$ cat config.mk
export PLATFORM = sky130hd
export DESIGN_NAME = mul_div_unit
export DESIGN_NICKNAME = d
export VERILOG_FILES = /design/src/rtl/mul_div_unit.sv
export SDC_FILE = /design/constraint.sdc
export NUM_CORES = 1
export LEC_CHECK = 0
export CAP_MARGIN = 0
export CORE_MARGIN = 2
export CORE_UTILIZATION = 45
export DETAILED_ROUTE_END_ITERATION = 12
export GPL_TIMING_DRIVEN = 0
export PLACE_DENSITY = 0.74
export SYNTH_ARGS = -nofsm -noshare
export SYNTH_HDL_FRONTEND = slang
export SYNTH_SLANG_ARGS = --single-unit
export TNS_END_PERCENT = 1
$ cat constraint.sdc
create_clock -name clk -period 4.74 [get_ports clk]
set_input_delay 0.711 -clock clk [delete_from_list [all_inputs] [get_ports clk]]
set_output_delay 0.711 -clock clk [all_outputs]
set_load 0.05 [all_outputs]
$ cat src/rtl/mul_div_unit.sv
// rtl/mul_div_unit.sv - iterative multiply/divide unit with architectural HI/LO registers
`timescale 1ns/1ps

module mul_div_unit #(
  parameter int WIDTH = 32
) (
  input  logic             clk,
  input  logic             rst_n,
  input  logic             start,
  input  logic [1:0]       op,
  input  logic [WIDTH-1:0] rs_data,
  input  logic [WIDTH-1:0] rt_data,
  input  logic             abort,
  input  logic             mthi,
  input  logic             mtlo,
  input  logic [WIDTH-1:0] wdata,
  output logic             busy,
  output logic             done,
  output logic [WIDTH-1:0] hi,
  output logic [WIDTH-1:0] lo
);

  localparam int CW = $clog2(WIDTH);

  typedef enum logic [1:0] {S_IDLE, S_RUN, S_FIX} state_t;

  state_t             r_state;
  state_t             w_next;
  logic [CW-1:0]      r_cnt;
  logic [2*WIDTH-1:0] r_acc;     // multiply: {partial product, multiplier}; divide: {remainder, dividend/quotient}
  logic [WIDTH-1:0]   r_b;       // multiplicand or divisor magnitude
  logic               r_is_div;
  logic               r_neg_res; // product/quotient needs negation (signed op, operand signs differ)
  logic               r_neg_rem; // remainder takes the sign of a negative dividend
  logic               r_div0;
  logic [WIDTH-1:0]   r_hi;
  logic [WIDTH-1:0]   r_lo;
  logic               r_done;

  logic [WIDTH-1:0]   w_rs_mag;
  logic [WIDTH-1:0]   w_rt_mag;
  logic [WIDTH:0]     w_add;
  logic [WIDTH:0]     w_shift;
  logic [WIDTH:0]     w_diff;
  logic [2*WIDTH-1:0] w_prod;
  logic [WIDTH-1:0]   w_quo;
  logic [WIDTH-1:0]   w_rem;

  // Operand magnitudes; the most-negative value maps onto itself, which is its correct unsigned magnitude
  assign w_rs_mag = (op[0] && rs_data[WIDTH-1]) ? -rs_data : rs_data;
  assign w_rt_mag = (op[0] && rt_data[WIDTH-1]) ? -rt_data : rt_data;

  // One shift-add step: add multiplicand to the upper half when the current multiplier bit is set
  assign w_add = {1'b0, r_acc[2*WIDTH-1:WIDTH]} + (r_acc[0] ? {1'b0, r_b} : {(WIDTH+1){1'b0}});

  // One restoring step: shift the next dividend bit into the WIDTH+1-bit partial remainder and trial-subtract
  assign w_shift = r_acc[2*WIDTH-1:WIDTH-1];
  assign w_diff  = w_shift - {1'b0, r_b};

  // Sign correction applied in FIX; divide-by-zero forces an all-ones quotient regardless of signs
  assign w_prod = r_neg_res ? -r_acc : r_acc;
  assign w_quo  = r_div0 ? {WIDTH{1'b1}} : (r_neg_res ? -r_acc[WIDTH-1:0] : r_acc[WIDTH-1:0]);
  assign w_rem  = r_neg_rem ? -r_acc[2*WIDTH-1:WIDTH] : r_acc[2*WIDTH-1:WIDTH];

  assign busy = (r_state != S_IDLE);
  assign done = r_done;
  assign hi   = r_hi;
  assign lo   = r_lo;

  // State register
  always_ff @(posedge clk or negedge rst_n) begin
    if (!rst_n) r_state <= S_IDLE;
    else        r_state <= w_next;
  end

  // Next-state logic: abort returns to IDLE from any busy state
  always_comb begin
    w_next = r_state;
    case (r_state)
      S_IDLE:  if (start) w_next = S_RUN;
      S_RUN: begin
        if (abort)               w_next = S_IDLE;
        else if (r_cnt == '0)    w_next = S_FIX;
      end
      S_FIX:   w_next = S_IDLE;
      default: w_next = S_IDLE;
    endcase
  end

  // Datapath: operand latch, iterations, write-back and direct HI/LO writes
  always_ff @(posedge clk or negedge rst_n) begin
    if (!rst_n) begin
      r_cnt     <= '0;
      r_acc     <= '0;
      r_b       <= '0;
      r_is_div  <= 1'b0;
      r_neg_res <= 1'b0;
      r_neg_rem <= 1'b0;
      r_div0    <= 1'b0;
      r_hi      <= '0;
      r_lo      <= '0;
      r_done    <= 1'b0;
    end else begin
      r_done <= 1'b0;
      case (r_state)
        S_IDLE: begin
          if (mthi) r_hi <= wdata;
          if (mtlo) r_lo <= wdata;
          if (start) begin
            r_acc     <= {{WIDTH{1'b0}}, w_rs_mag};
            r_b       <= w_rt_mag;
            r_is_div  <= op[1];
            r_neg_res <= op[0] & (rs_data[WIDTH-1] ^ rt_data[WIDTH-1]);
            r_neg_rem <= op[0] & rs_data[WIDTH-1];
            r_div0    <= (rt_data == '0);
            r_cnt     <= CW'(WIDTH-1);
          end
        end
        S_RUN: begin
          if (!abort) begin
            r_cnt <= r_cnt - CW'(1);
            if (!r_is_div)
              r_acc <= {w_add, r_acc[WIDTH-1:1]};
            else if (!w_diff[WIDTH])
              r_acc <= {w_diff[WIDTH-1:0], r_acc[WIDTH-2:0], 1'b1};
            else
              r_acc <= {w_shift[WIDTH-1:0], r_acc[WIDTH-2:0], 1'b0};
          end
        end
        S_FIX: begin
          if (!abort) begin
            r_done <= 1'b1;
            if (r_is_div) begin
              r_hi <= w_rem;
              r_lo <= w_quo;
            end else begin
              r_hi <= w_prod[2*WIDTH-1:WIDTH];
              r_lo <= w_prod[WIDTH-1:0];
            end
          end
        end
        default: ;
      endcase
    end
  end

endmodule

Word level (Yosys, flattened, before mapping) --
Cells that the tools add are included.
Word-level totals: register bits after elaboration 172, input bits 104, logic and storage cells 72
Operators by class: bitwise logic cells 3, reduce and logical (&&, ||, !) cells 13, add/subtract/negate cells 8, equality and inequality tests 8, multiplexer cells 29
Operators by type and width (number):
- $mux 32 | 12
- $mux 64 | 5
- $neg 32->32 | 4
- $pmux 32 s2 | 2
- $pmux 64 s2 | 1
- $neg 64->64 | 1
- $add 32x32->33 | 1
- $sub 33x32->33 | 1
- $logic_not 32->1 | 1
- $mux 5 | 2
- $ne 2x2->1 const B | 5
- $pmux 5 s2 | 1
- $reduce_and 3->1 | 3
- $mux 2 | 3
- $reduce_bool 2->1 | 3
- $logic_not 5->1 | 1
- $sub 5x1->5 const B | 1
- $pmux 2 s2 | 1
- $reduce_and 2->1 | 2
- $ne 3x3->1 const B | 1
- $and 1x1->1 | 2
- $eq 2x1->1 const B | 1
- $eq 2x2->1 const B | 1
- $logic_and 1x1->1 | 2
- 3 further kinds | 4

Longest topological paths before layout --
Gate-level depths: netlist of the first run.
word-level depth 6, depth in mapped cells 14

Worst setup path before layout of the first run --
No wires, ideal clock.
kind flip-flop to flip-flop, start point register r_acc[0], end point register r_acc[57], stages on the path, launching flop included 14, slack 1343 ps, buffers on the path 1, clock period less this slack 3397 ps, library setup time 131 ps, data required time 4609 ps, arrival time 3266 ps, path through dfrtp_1 -> inv_1 -> clkbuf_1 -> nor2_1 -> ha_1 -> o211ai_1 -> a21oi_1 -> o41ai_1 -> a21oi_1 -> a41oi_1 -> o21ai_0 -> a221oi_1 -> mux2i_1 -> nor3_1
Between the ends: longest elaborated chain between the ends 5
Ends and longest elaborated chain:
- start, declared | line 30 | logic [2*WIDTH-1:0] r_acc;
- start signal, assigned | line 110 | r_acc <= {{WIDTH{1'b0}}, w_rs_mag};
- start signal, assigned | line 123 | r_acc <= {w_add, r_acc[WIDTH-1:1]};
- start signal, assigned | line 125 | r_acc <= {w_diff[WIDTH-1:0], r_acc[WIDTH-2:0], 1'b1};
- $mux 32 | line 54 | assign w_add = {1'b0, r_acc[2*WIDTH-1:WIDTH]} + (r_acc[0] ? {1'b0, r_b} : {(WIDTH+1){1'b0}});
- $add 32x32->33 | line 54
- $mux 64 | line 122 | if (!r_is_div)
- $mux 64 | line 120 | if (!abort) begin
- $pmux 64 s2 | line 105 | case (r_state)
No other way between the ends. The select of a mux whose other input is x is not followed. A chain may end at the register's enable or synchronous reset.

Final worst setup path of the first run --
start point register r_acc[0], end point register r_hi[30], in the netlist hi[30]
Between the ends: longest elaborated chain between the ends 5
Ends and longest elaborated chain:
- $neg 64->64 | line 61 | assign w_prod = r_neg_res ? -r_acc : r_acc;
- $mux 64 | line 61
- $mux 32 | line 133 | if (r_is_div) begin
- $mux 32 | line 131 | if (!abort) begin
- $pmux 32 s2 | line 105
- end signal, assigned | line 107 | if (mthi) r_hi <= wdata;
- end signal, assigned | line 134 | r_hi <= w_rem;
- end signal, assigned | line 137 | r_hi <= w_prod[2*WIDTH-1:WIDTH];
- end, declared | line 36 | logic [WIDTH-1:0] r_hi;
No other way between the ends. The select of a mux whose other input is x is not followed.

==> results of run 1 <==
==> registers in the layout (all words and copies together), names as in the netlist <==
register   count
r_acc         64
hi            32
lo            32
r_b           32
r_cnt          5
r_state        2
done           1
r_div0         1
r_is_div       1
r_neg_rem      1
r_neg_res      1
==> critical path: cells and delay by family (launching register included) <==
| family | cells | cell delay [ps] |
|---|---|---|
| AO/OA/AOI/OAI | 2 | 410 |
| AND/OR/NAND/NOR | 5 | 1740 |
| XOR/XNOR | 1 | 220 |
| adder cells (fa/ha/maj) | 1 | 350 |
| flip-flops | 1 | 500 |
| buffers and inverters | 3 | 1170 |
==> synthesized netlist by cell type (11+ instances only) <==
cell type,n
nor3_1,36
a21o_1,25
clkbuf_1,81
o31ai_1,19
inv_1,63
nand3_1,49
dfrtp_1,172
nor4_1,12
xnor2_1,88
a21oi_1,141
nand2_1,240
xor2_1,76
or3_1,21
a31oi_1,20
o22ai_1,30
a22oi_1,15
nor2_1,124
o21ai_0,230
ha_1,70
mux2i_1,54
nor2b_1,11
a211oi_1,16
o211ai_1,13
o21a_1,12
nand2b_1,23
==> power by group through the flow <==
stage	registers [mW]	logic (mW)	clock network (mW)
after floorplan	2.68	3.84	0
after global placement	2.53	5.63	0
after detailed placement	2.55	5.74	0
after CTS	2.51	5.77	1.44
after global routing	2.60	6.42	1.50
final	2.55	5.89	1.43
==> metal layers <==
| metal | global-route usage | vias up |
|---|---|---|
| li1 | - | 6928 |
| met1 | 0.402 | 7052 |
| met2 | 0.471 | 765 |
| met3 | 0.0557 | 115 |
| met4 | 0.123 | 0 |
| met5 | 0 | - |
==> layout make-up <==
type	instances	area (sq um)	area share
inverter	64	240	0.0140
timing repair buffer	170	1720	0.101
tap	402	503	0.0294
clock inverter	14	143	0.00833
clock buffer	18	439	0.0256
sequential	172	4300	0.251
buffer	101	430	0.0251
multi-input combinational	1480	9350	0.546
==> per-stage QoR <==
step | instance area (sq um) | worst slack, ps | hold WS [ps]
final | 17100 | 275 | 176
after global routing | 17100 | 84.8 | 199
after CTS | 17100 | 279 | 184
after global placement | 16500 | -4350 | 462
after floorplan | 14300 | 1340 | 415
after detailed placement | 16500 | 52.3 | 469
==> path summary, 6_finish.rpt <==
path | slack (ps) | cells past startpoint | start | to
max in group asynchronous | 3560 | 2 | rst_n | r_b[6]$_DFFE_PN0P_
setup reg to reg | 280 | 12 | r_acc[0]$_DFFE_PN0P_ | hi[30]$_DFFE_PN0P_
hold reg to reg | 480 | 2 | r_b[5]$_DFFE_PN0P_ | r_b[5]$_DFFE_PN0P_
setup / recovery | 280 | 12 | r_acc[0]$_DFFE_PN0P_ | hi[30]$_DFFE_PN0P_
hold / removal | 180 | 1 | rst_n | lo[12]$_DFFE_PN0P_
min in group clk | 480 | 2 | r_b[5]$_DFFE_PN0P_ | r_b[5]$_DFFE_PN0P_
==> cells by family after synthesis <==
| family | after synthesis | synth area share |
|---|---|---|
| buf+inv | 165 | 0.0469 |
| flops | 172 | 0.301 |
| compound gates | 590 | 0.249 |
| fa+ha+maj | 72 | 0.0641 |
| simple gates | 598 | 0.199 |
| xor+xnor | 164 | 0.100 |
| mux | 56 | 0.0394 |
==> timing repair <==
item	CTS	global route
hold buffers	0	0
resized for setup	1	3
setup endpoints to repair	1	5
buffers inserted	0	0
==> flow_metrics.tcl, run 1 <==
set metrics [dict create \
    power.switching_mw 4.99 \
    grt_max_degree 118 \
    n_antenna_cell 0 \
    wl_met3_mm 4.45 \
    final_cell_mix "240 x nand2_1, 230 x o21ai_0, 172 x dfrtp_1, 168 x clkdlybuf4s50_1, 141 x a21oi_1" \
    ys.flop_type "dfrtp_1" \
    hp-class "in -> async" \
    status "complete, no violations" \
    crit_chain "inv_1, clkbuf_1, ha_1, nor4bb_1, nand4_1, or4_1, nand2_1, clkbuf_1, o21ai_0, xor2_1, nand2_1, a31oi_1" \
    p_per_area_nw_per_um2 577 \
    wl_per_cell_microns 20.6 \
    nets 2182 \
    track_usage 0.298 \
    post-route-util 0.546 \
    synth_area_sq_um 14300 \
    numCtsBuffers 17 \
    vias 14900 \
    synthArstFlopShare 1.00 \
    dp_hpwl_mm 39.0 \
    insertion_delay_ps 450 \
    fin_setup_tns_ps 0 \
    cts-htree-levels 4 \
    core_area_sq_um 31400 \
    ys_warn_count 0 \
    setup_violations 0 \
    finalWeightedCongestion 0.971 \
    power.share.sequential 0.259 \
    grt_pass1_wl_mm 77.7 \
    post_synth.cell_area_avg_sq_um 7.87 \
    fp.dieH_microns 182 \
    dr.pass1.iters 6 \
    first_iter_violations 1747 \
    syn_to_final_growth_pct 19.8 \
    io_pins 170 \
    power_mw 9.88 \
    grt_remaining_overflow 0 \
    port_buffers 169 \
    maxSlewHeadroom 0.325 \
    clockPowerShare 0.145 \
    die_x_microns 182 \
    synth-seq-cells 172 \
    floorplan.initialDensity 0.455 \
    wl_met1_mm 21.4 \
    final.period_utilization 0.942 \
    routed.top_layer "met4" \
    first_global_vias 14100 \
    cts_root_buf "clkbuf_16" \
    final_common_cell "nand2_1" \
    viasPerCell 6.14 \
    required_ps 5110 \
    vdd.ir_drop.worst_uv 289 \
    worst-endpoint-arrival_ps 4830 \
    wl_mm 49.9 \
    worst-path-max-fanout 10 \
    fin_crit_ps 4460 \
    worst_setup_path_end_kind "flip-flop" \
    synth_edf_count 0 \
    synth.area.top_cells "dfrtp_1 30%, o21ai_0 8.1%, nand2_1 6.3%, ha_1 6.1%, xnor2_1 5.4%" \
    maxCapViolations 0 \
    fin_skew_ps 8.47 \
    internal_power_mw 4.89 \
    cts_tree "yes" \
    swShare 0.505 \
    critical_path.slowest_cell "or4_1" \
    cts_sinks 172 \
    crit_type "reg -> reg" \
    wl_met2_mm 22.2 \
    path_clk_slew_ps 80 \
    dieArea_sq_um 33200 \
    hold_viol_final 0 \
    clk_path_buf_depth 2 \
    nFillCells 2987 \
    placedCellCount 2389 \
    worst_pin_slew_ps 998 \
    synth_nets 1993 \
    antenna_found_initial 0 \
    synth_top_area_frac 0.301 \
    leakagePower_nw 7.20 \
    drc 0 \
    drive_gt1_frac 0.0411 \
    drv_slew 0 \
    synth_cell_type_count 80 \
    synth_area_leader_cell "dfrtp_1" \
    postSynthCellCount 1817 \
    start_kind "flip-flop" \
    max_stage_delay_ps 570 \
    final_cells 2421 \
    yosysSeqAreaShare 0.301 \
    power_frac_comb 0.596 \
    num_rows 65 \
    rsz0062_at_grt "no" \
    max_freq_mhz 224 \
    postRouteAntennaNets 0 \
]
No activity file was read; power rests on OpenSTA's default activity.
==> inputs of run 2 (changes only) <==
Settings changed: CORE_MARGIN 2 to 3, PLACE_DENSITY 0.74 to default, PLACE_DENSITY_LB_ADDON from default to 0.15.
==> run 2 against run 1 <==
Effect of this change: combinational power hardly changed; sequential power hardly changed; non-clock buffer count is 2 higher; register-to-register slack worse by 90 ps; total power is 0.17% higher; die area is 2.2% higher; final cell count is 0.29% lower; first-iteration DRC count is 18% lower; via count is 0.48% lower; largest cell class unchanged.
==> flow_metrics.tcl, run 2 (synthesis gave the netlist of run 1 again) <==
set metrics [dict create \
    status "complete, no violations" \
    leakagePower_nw 7.21 \
    nets 2184 \
    start_kind "flip-flop" \
    fp.dieH_microns 184 \
    postRouteAntennaNets 0 \
    crit_family "compound AO/OA/AOI/OAI gates" \
    insertion_delay_ps 450 \
    dieArea_sq_um 33900 \
    crit_type "reg -> reg" \
    power.switching_mw 4.87 \
    required_ps 5060 \
    vdd.ir_drop.worst_uv 300 \
    final.period_utilization 0.960 \
    wl_per_cell_microns 20.9 \
    reg2regPathDepth 13 \
    worst_setup_path_end_kind "flip-flop" \
    p_per_area_nw_per_um2 577 \
    antenna_found_initial 0 \
    rrSetupSlack_ps 190 \
    wl_mm 50.4 \
    placedCellCount 2383 \
    hold_viol_final 0 \
    crit_chain "inv_1, clkbuf_1, nor2_1, ha_1, o211ai_1, a21oi_1, o41ai_2, a21oi_1, a41oi_2, o21ai_0, a221oi_1, mux2i_1, nor3_1" \
    fin_skew_ps 14.1 \
    critical_path.slowest_cell "a221oi_1" \
    setup_violations 0 \
    final_common_cell "nand2_1" \
    cpMostUsedCell "a21oi_1" \
    track_usage 0.294 \
    path_clk_slew_ps 70 \
    fin_crit_ps 4550 \
    grt_remaining_overflow 0 \
    rr_endpoint "r_acc[57]$_DFFE_PN0P_" \
    cts_root_buf "clkbuf_16" \
    n_antenna_cell 0 \
    vias 14800 \
    finalWeightedCongestion 1.01 \
    cp_num_buf_inv 2 \
    max_stage_delay_ps 560 \
    grt_pass1_wl_mm 78.0 \
    numCtsBuffers 17 \
    largest_reg_flops 64 \
    io_pins 170 \
    multi_input_area_sq_um 9350 \
    power.share.sequential 0.258 \
    ctsHoldBuffers 0 \
    floorplan.initialDensity 0.462 \
    drive_gt1_frac 0.0396 \
    dp_hpwl_mm 40.2 \
    post-route-util 0.554 \
    core_area_sq_um 30900 \
    first_global_vias 13700 \
    clockPowerShare 0.147 \
    swShare 0.493 \
    hp-class "in -> async" \
    power_frac_comb 0.595 \
    clk_path_buf_depth 2 \
    cts_tree "yes" \
    drv_slew 0 \
    crit_start "r_acc[0]$_DFFE_PN0P_" \
    internal_power_mw 5.02 \
    max_freq_mhz 220 \
    dr.pass1.iters 5 \
    nFillCells 2937 \
    cts_sinks 172 \
    first_iter_violations 1429 \
    cts-htree-levels 4 \
    r2r_start "r_acc[0]$_DFFE_PN0P_" \
    rsz0062_at_grt "yes" \
    drc 0 \
    worst-endpoint-arrival_ps 4870 \
    final_cells 2414 \
    fin_setup_tns_ps 0 \
    die_x_microns 184 \
    final_cell_mix "240 x nand2_1, 230 x o21ai_0, 172 x dfrtp_1, 168 x clkdlybuf4s50_1, 141 x a21oi_1" \
    grt_max_degree 100 \
    maxSlewHeadroom 0.419 \
    port_buffers 169 \
    seq_area_sq_um 4300 \
    viasPerCell 6.13 \
    regMostFlops "r_acc" \
    maxCapViolations 0 \
    worst-path-max-fanout 10 \
    syn_to_final_growth_pct 19.9 \
    num_rows 64 \
    worst_pin_slew_ps 872 \
]
==> run 2: metal layers <==
metal / track usage / vias up / part of all wire
met4: 0.0986 / 0 / 0.031
met3: 0.0375 / 88 / 0.081
met1: 0.431 / 7119 / 0.46
met2: 0.450 / 664 / 0.43
li1: - / 6917 / -
met5: 0 / - / 0
==> run 2: cell type report <==
| type | count | area share |
|---|---|---|
| Multi-Input combinational cell | 1480 | 0.545 |
| Sequential cell | 172 | 0.251 |
| Timing Repair Buffer | 172 | 0.102 |
| Tap cell | 396 | 0.0289 |
| Clock buffer | 21 | 0.0269 |
| Buffer | 101 | 0.0251 |
| Inverter | 64 | 0.0140 |
| Clock inverter | 8 | 0.00694 |
==> run 2: worst max-delay path by stage <==
stage | to | depth (start not counted)
final | r_acc[57]$_DFFE_PN0P_ | 13
after global routing | r_acc[57]$_DFFE_PN0P_ | 13
after CTS | r_acc[56]$_DFFE_PN0P_ | 13
after detailed placement | r_acc[57]$_DFFE_PN0P_ | 13
after global placement | r_div0$_DFFE_PN0P_ | 1
after floorplan | r_acc[57]$_DFFE_PN0P_ | 13
==> run 2: worst reg2reg max path, stage by stage (launching register included) <==
cell and delay, ps:
dfrtp_1 510, inv_1 280, clkbuf_1 440, nor2_1 120, ha_1 340, o211ai_1 190
a21oi_1 110, o41ai_2 530, a21oi_1 330, a41oi_2 480, o21ai_0 220, a221oi_1 560
mux2i_1 260, nor3_1 60
==> run 2: power groups by stage <==
stage	Sequential (mW)	Combinational (mW)	Clock [mW]
4_1_cts	2.52	5.78	1.46
5_1_grt	2.61	6.43	1.51
2_1_floorplan	2.68	3.84	0
6_report	2.56	5.89	1.45
3_5_place_dp	2.55	5.75	0
3_3_place_gp	2.53	5.67	0
==> run 2: per-stage QoR <==
| stage | setup WS [ps] | hold WS, ps | instance area [sq um] | power (mW) |
|---|---|---|---|---|
| 3_5_place_dp | -124 | 469 | 16500 | 8.30 |
| 4_1_cts | 130 | 247 | 17100 | 9.76 |
| 3_3_place_gp | -4440 | 462 | 16500 | 8.20 |
| 6_report | 189 | 220 | 17100 | 9.89 |
| 5_1_grt | -59.5 | 263 | 17100 | 10.5 |
| 2_1_floorplan | 1340 | 415 | 14300 | 6.53 |
==> run 2: what timing repair did <==
item | 4_1_cts | 5_1_grt
buffers inserted | 0 | 2
resized for setup | 1 | 3
pin swaps | 0 | 1
setup endpoints to repair | 1 | 10
gates cloned | 0 | 0
